==> src/rtl/vga_grid_reader_pkg.sv <==
// Shared defaults for the grid reader and the register bank it reads from.
// 640x480@60 timing, colour width, and a counter-width helper.
package vga_grid_reader_pkg;

  localparam int H_VIS_DEF    = 640;
  localparam int H_FP_DEF     = 16;
  localparam int H_SYNC_DEF   = 96;
  localparam int H_BP_DEF     = 48;
  localparam int V_VIS_DEF    = 480;
  localparam int V_FP_DEF     = 10;
  localparam int V_SYNC_DEF   = 2;
  localparam int V_BP_DEF     = 33;
  localparam int BIT_DATO_DEF = 3;

  // Width of a counter that must hold 0..n-1 (at least one bit).
  function automatic int cnt_w(input int n);
    return (n > 1) ? $clog2(n) : 1;
  endfunction

endpackage

==> src/rtl/vga_timing.sv <==
// Raster timing: hc/vc counters and stage-0 sync/active flags.
// line_end/frame_end tell the caller when the counters are about to wrap.
module vga_timing
  import vga_grid_reader_pkg::*;
#(
  parameter int H_VIS  = H_VIS_DEF,
  parameter int H_FP   = H_FP_DEF,
  parameter int H_SYNC = H_SYNC_DEF,
  parameter int H_BP   = H_BP_DEF,
  parameter int V_VIS  = V_VIS_DEF,
  parameter int V_FP   = V_FP_DEF,
  parameter int V_SYNC = V_SYNC_DEF,
  parameter int V_BP   = V_BP_DEF
) (
  input  logic clk,
  input  logic rst,
  input  logic pix_en,
  output logic hs0,
  output logic vs0,
  output logic act0,
  output logic origin,
  output logic line_end,
  output logic frame_end
);

  localparam int H_TOT = H_VIS + H_FP + H_SYNC + H_BP;
  localparam int V_TOT = V_VIS + V_FP + V_SYNC + V_BP;
  localparam int HC_W  = cnt_w(H_TOT);
  localparam int VC_W  = cnt_w(V_TOT);

  logic [HC_W-1:0] hc;
  logic [VC_W-1:0] vc;

  // Wrap detection for the horizontal and vertical counters
  always_comb begin
    line_end  = (hc == HC_W'(H_TOT - 1));
    frame_end = line_end && (vc == VC_W'(V_TOT - 1));
  end

  // Pixel and line counters, advancing on enabled cycles only
  always_ff @(posedge clk) begin
    if (rst) begin
      hc <= '0;
      vc <= '0;
    end else if (pix_en) begin
      if (line_end) begin
        hc <= '0;
        if (frame_end) vc <= '0;
        else           vc <= vc + 1'b1;
      end else begin
        hc <= hc + 1'b1;
      end
    end
  end

  // Stage-0 sync, active and frame-origin flags for the current position
  always_comb begin
    hs0    = !((int'(hc) >= H_VIS + H_FP) && (int'(hc) < H_VIS + H_FP + H_SYNC));
    vs0    = !((int'(vc) >= V_VIS + V_FP) && (int'(vc) < V_VIS + V_FP + V_SYNC));
    act0   = (int'(hc) < H_VIS) && (int'(vc) < V_VIS);
    origin = (hc == '0) && (vc == '0);
  end

endmodule

==> src/rtl/vga_grid_reader.sv <==
// Scans a grid of colour cells onto a VGA raster. Cell position is tracked
// with counters, the cell address goes out combinationally and the bank's
// read data is registered together with sync/active (latency 1).
// Optional build macro GRID_BORDER_EN draws white lines at cell edges.
module vga_grid_reader
  import vga_grid_reader_pkg::*;
#(
  parameter int H_VIS     = H_VIS_DEF,
  parameter int H_FP      = H_FP_DEF,
  parameter int H_SYNC    = H_SYNC_DEF,
  parameter int H_BP      = H_BP_DEF,
  parameter int V_VIS     = V_VIS_DEF,
  parameter int V_FP      = V_FP_DEF,
  parameter int V_SYNC    = V_SYNC_DEF,
  parameter int V_BP      = V_BP_DEF,
  parameter int COLS_LOG2 = 2,
  parameter int ROWS_LOG2 = 2,
  parameter int CELL_W    = 160,
  parameter int CELL_H    = 120,
  parameter int BIT_DATO  = BIT_DATO_DEF
) (
  input  logic                           clk,
  input  logic                           rst,
  input  logic                           pix_en,
  output logic [COLS_LOG2+ROWS_LOG2-1:0] addr_r,
  input  logic [BIT_DATO-1:0]            dat_r,
  output logic [BIT_DATO-1:0]            rgb,
  output logic                           hsync,
  output logic                           vsync,
  output logic                           active,
  output logic                           frame_start
);

  localparam int CX_W = cnt_w(CELL_W);
  localparam int CY_W = cnt_w(CELL_H);

  logic hs0, vs0, act0, origin, line_end, frame_end;
  logic [CX_W-1:0]      cx;
  logic [CY_W-1:0]      cy;
  logic [COLS_LOG2-1:0] col;
  logic [ROWS_LOG2-1:0] row;
  logic [BIT_DATO-1:0]  pix;

  vga_timing #(
    .H_VIS (H_VIS),  .H_FP (H_FP),  .H_SYNC (H_SYNC),  .H_BP (H_BP),
    .V_VIS (V_VIS),  .V_FP (V_FP),  .V_SYNC (V_SYNC),  .V_BP (V_BP)
  ) u_timing (
    .clk       (clk),
    .rst       (rst),
    .pix_en    (pix_en),
    .hs0       (hs0),
    .vs0       (vs0),
    .act0      (act0),
    .origin    (origin),
    .line_end  (line_end),
    .frame_end (frame_end)
  );

  // Horizontal cell tracking; restarts with each line, column saturates
  always_ff @(posedge clk) begin
    if (rst) begin
      cx  <= '0;
      col <= '0;
    end else if (pix_en) begin
      if (line_end) begin
        cx  <= '0;
        col <= '0;
      end else if (cx == CX_W'(CELL_W - 1)) begin
        cx <= '0;
        if (col != '1) col <= col + 1'b1;
      end else begin
        cx <= cx + 1'b1;
      end
    end
  end

  // Vertical cell tracking on line wraps; restarts with each frame
  always_ff @(posedge clk) begin
    if (rst) begin
      cy  <= '0;
      row <= '0;
    end else if (pix_en && line_end) begin
      if (frame_end) begin
        cy  <= '0;
        row <= '0;
      end else if (cy == CY_W'(CELL_H - 1)) begin
        cy <= '0;
        if (row != '1) row <= row + 1'b1;
      end else begin
        cy <= cy + 1'b1;
      end
    end
  end

  // Cell address into the register bank
  always_comb begin
    addr_r = {row, col};
  end

  // Colour for the pixel currently addressed; black during blanking
  always_comb begin
    pix = '0;
    if (act0) begin
`ifdef GRID_BORDER_EN
      pix = ((cx == '0) || (cy == '0)) ? '1 : dat_r;
`else
      pix = dat_r;
`endif
    end
  end

  // Output stage: everything registered together so outputs stay aligned
  always_ff @(posedge clk) begin
    if (rst) begin
      rgb         <= '0;
      hsync       <= 1'b1;
      vsync       <= 1'b1;
      active      <= 1'b0;
      frame_start <= 1'b0;
    end else if (pix_en) begin
      rgb         <= pix;
      hsync       <= hs0;
      vsync       <= vs0;
      active      <= act0;
      frame_start <= origin;
    end
  end

endmodule
==> config.mk <==
export PLATFORM = sky130hd
export DESIGN_NAME = vga_grid_reader
export DESIGN_NICKNAME = d
export VERILOG_FILES = /design/src/rtl/vga_grid_reader_pkg.sv /design/src/rtl/vga_timing.sv /design/src/rtl/vga_grid_reader.sv
export SDC_FILE = /design/constraint.sdc
export NUM_CORES = 1
export LEC_CHECK = 0
export ABC_AREA = 1
export BUFFER_PORTS_ARGS = -buffer_cell sky130_fd_sc_hd__buf_2
export CAP_MARGIN = 10
export CORE_ASPECT_RATIO = 0.5
export CORE_MARGIN = 2
export CORE_UTILIZATION = 30
export DETAILED_ROUTE_END_ITERATION = 16
export HOLD_SLACK_MARGIN = 0.02
export PLACE_DENSITY = 0.52
export SYNTH_ARGS = -nofsm -noshare
export SYNTH_HDL_FRONTEND = slang
export SYNTH_SLANG_ARGS = --single-unit
==> constraint.sdc <==
create_clock -name clk -period 1.7 [get_ports clk]
set_input_delay 0.255 -clock clk [delete_from_list [all_inputs] [get_ports clk]]
set_output_delay 0.255 -clock clk [all_outputs]
set_load 0.03 [all_outputs]
==> summary.md <==
The synthesized design contains 0 enable-type register cells. For the half-perimeter wire length of the detailed placement result, the log shows 4.25 mm. The total power per unit cell area was 773 nW/µm²; the detail-routed via count per cell was 4.56. The most common cell in the synthesized netlist was sky130_fd_sc_hd__nand2_1. Subtracting the final worst setup slack from the clock period gives 1550 ps.

The number of nets handed over by synthesis was 356. The area overhead of the layout relative to synthesis was 18.8%. In this run the standard cell core region covers 7510 µm². After clock tree synthesis, the repair step resized 0 gates.

Counting along the longest clock path gives a buffer depth of 2. Data arrives at the worst endpoint at 1770 ps. The initial utilization of the core area, before any placement, comes to 31.8%. Among all flip-flop cells after synthesis, the most frequent one is sky130_fd_sc_hd__dfxtp_1. The logs give 0.835 for the routability congestion estimate from global placement and 0 for the number of endpoints failing setup at the final stage. The share of the Yosys chip area taken by registers is 38.6%.

The flow ran to the end, and the final reports show no timing, DRC or antenna violations. The global-route wire length before repair is 9.49 mm, and the top-level port count is 17. The final hold violation count was 0. The maximum level of the CTS H-tree was 2.

Clock-pin slew was measured on the worst setup and hold paths at 60 ps. After detailed routing, the total wire length is 5.47 mm. Counting flops with an async set or reset pin after synthesis yields a share of 0%. The overall global routing resource usage is 14.1%. Once layout is complete, the utilization of the core stands at 37.7%. STA classifies the critical path startpoint as a register. The logs give 5 for the number of buffers created by CTS and 8730 µm² for the area of the die. The worst hold path begins at dat_r[0].

The die height works out to 67.1 µm. VDD sags by at most 348 µV. Clock skew on the completed layout was measured at 3.88 ps.

In the post-synthesis netlist, the biggest area contributors are sky130_fd_sc_hd__dfxtp_1, sky130_fd_sc_hd__nand2_1, sky130_fd_sc_hd__nor2_1. For the post-route worst setup slack, the log shows 145 ps. During placement, the flow inserted port buffers numbering 16.

At the end of the flow, the number of nets in the layout was 384. Total power for the finished layout comes to 2.19 mW. The tree is rooted in a sky130_fd_sc_hd__clkbuf_16. The area share of the leading cell type in the synthesized netlist came out at 38.6%. Summed over all instances, the cell type with the most area after synthesis is sky130_fd_sc_hd__dfxtp_1. OpenSTA, run right after detailed placement, puts the worst setup slack at 15.3 ps.

Synthesis produced 342 cells. In this run the worst path has a maximum fanout of 6. The detailed router finished its first iteration with 112 violations. Across the run, the number of max-cap violations was 0. The class of the tightest hold or removal check was in -> reg. The critical path starts at u_timing.hc[0]$_SDFFE_PP0P_. For the initial antenna violation count, the log shows 0. The setup path with the least slack is of type reg -> reg. The origin of the critical flop-to-flop path was u_timing.hc[0]$_SDFFE_PP0P_. The detailed-routing iteration count for the pre-antenna-repair pass is 4. Width of the chip: 130 µm. Synthesis inferred 46 register bits. The tools report the count of cell types in the netlist as 32.

The logs give 779 for the number of fill cells and 0 for the diode insertion count for antenna repair. Average footprint of a synthesized cell: 6.98 µm². The via count of the first global-routing pass is 2072.

Timing would allow up to 643 MHz. Summed over all layers, the global routing overflow is 0. STA classifies the critical path endpoint as a register. For the standard-cell row count, the log shows 22. The worst slew slack as a fraction of its limit was 77.1%; the share of final-layout standard cells stronger than drive strength 1 was 17.1%. Final sum of negative setup slack: 0 ps. TritonCTS built the clock tree. The count of pins over their slew limit came out at 0. By count the netlist is led by sky130_fd_sc_hd__nand2_1, sky130_fd_sc_hd__nor2_1, sky130_fd_sc_hd__dfxtp_1. The worst path uses 91.5% of the clock period.

Setup repair after global routing left no endpoint under its margin. The routed length per instance is 11.5 µm, and the worst endpoint required time is 1920 ps. The logs give 0 for the number of warnings printed during yosys synthesis and 2174 for the vias after detailed routing. For the number of buffers inserted for hold repair after clock tree synthesis, the log shows 0.

The analysis attributes to cell leakage a power of 1.13 nW. Entering global routing, the biggest net connects 18 pins. The total standard cell area after synthesis was 2390 µm²; the post-route DRC violation count was 0.

For the pin with the worst max-slew slack, the measured transition is 343 ps. The clock reaches the later pin of the worst-skew pair after 280 ps. Counting every sink on the clock net gives 46. In this run the remaining antenna-violating nets after routing total 0. Once the clock tree was built, the setup fixing pass inserted 0 buffers.
## registers in the layout, indices dropped and copies added (netlist names)
signal / count
u_timing.hc: 10
cy: 7
u_timing.vc: 10
active: 1
frame_start: 1
col: 2
hsync: 1
row: 2
rgb: 3
cx: 8
vsync: 1
## cell type report
class,count,area [µm²],area share [%]
clock buffer,6,139,4.90
inverter,43,161,5.69
multi-input combinational,248,1320,46.5
sequential,46,926,32.7
tap,108,135,4.77
timing repair buffer,26,155,5.47
## worst paths after layout
| check | endpoint | slack, ps | depth (start not counted) |
|---|---|---|---|
| max | row[1]$_SDFFE_PP0P_ | 150 | 9 |
| min | rgb[0]$_SDFFE_PP0P_ | 220 | 3 |
| max reg2reg | row[1]$_SDFFE_PP0P_ | 150 | 9 |
| min reg2reg | rgb[2]$_SDFFE_PP0P_ | 460 | 2 |
## cell families after synthesis
logic type               share of synthesized area [%]
AND/OR/NAND/NOR                                   36.9
XOR/XNOR                                          3.67
adder cells (fa/ha/maj)                           4.20
flip-flops                                        38.6
buffers and inverters                             8.08
AO/OA/AOI/OAI                                     8.60
## cells in the final DEF, fill, tap and decap left out, types with 2 or more instances in the layout
cell type                   instances
sky130_fd_sc_hd__a211oi_1           2
sky130_fd_sc_hd__a21oi_1           18
sky130_fd_sc_hd__buf_2             16
sky130_fd_sc_hd__buf_4             10
sky130_fd_sc_hd__clkbuf_16          5
sky130_fd_sc_hd__dfxtp_1           44
sky130_fd_sc_hd__ha_1               7
sky130_fd_sc_hd__inv_1             40
sky130_fd_sc_hd__inv_2              3
sky130_fd_sc_hd__nand2_1           73
sky130_fd_sc_hd__nand2_2            5
sky130_fd_sc_hd__nand3_1           16
sky130_fd_sc_hd__nand3_2            3
sky130_fd_sc_hd__nand4_1            6
sky130_fd_sc_hd__nor2_1            55
sky130_fd_sc_hd__nor2_2             8
sky130_fd_sc_hd__nor2_4             4
sky130_fd_sc_hd__nor3_1            12
sky130_fd_sc_hd__nor3b_1            4
sky130_fd_sc_hd__nor4_1             3
sky130_fd_sc_hd__o21ai_0           10
sky130_fd_sc_hd__xor2_1             9
## through the flow
stage	instance area [µm²]	std cells	hold WS, ps
floorplan	2390	342	398
global placement	2650	471	450
detailed placement	2650	471	453
CTS	2780	477	216
global route	2840	477	227
finish	2840	477	224
## critical path, stage by stage, from the launching register on
cell                      delay (ps)
sky130_fd_sc_hd__dfxtp_4         370
sky130_fd_sc_hd__ha_4            140
sky130_fd_sc_hd__nand2_2          80
sky130_fd_sc_hd__nor2_4          180
sky130_fd_sc_hd__nand3_2          80
sky130_fd_sc_hd__nor2_2          110
sky130_fd_sc_hd__inv_1            80
sky130_fd_sc_hd__nor2_4          180
sky130_fd_sc_hd__nand3_1         120
sky130_fd_sc_hd__a21oi_2         150
## routing by layer
layer  GRT usage (%)  routed length [µm]
met1            17.5                2680
met2            24.9                2500
met3            2.89                 213
met4            4.03                  79
met5               0                   0
## power breakdown
group | internal, mW | switching [mW]
clock network | 0.568 | 0.373
logic | 0.0475 | 0.0897
registers | 1.10 | 0.0157
(Power assumes the default switching activity.)
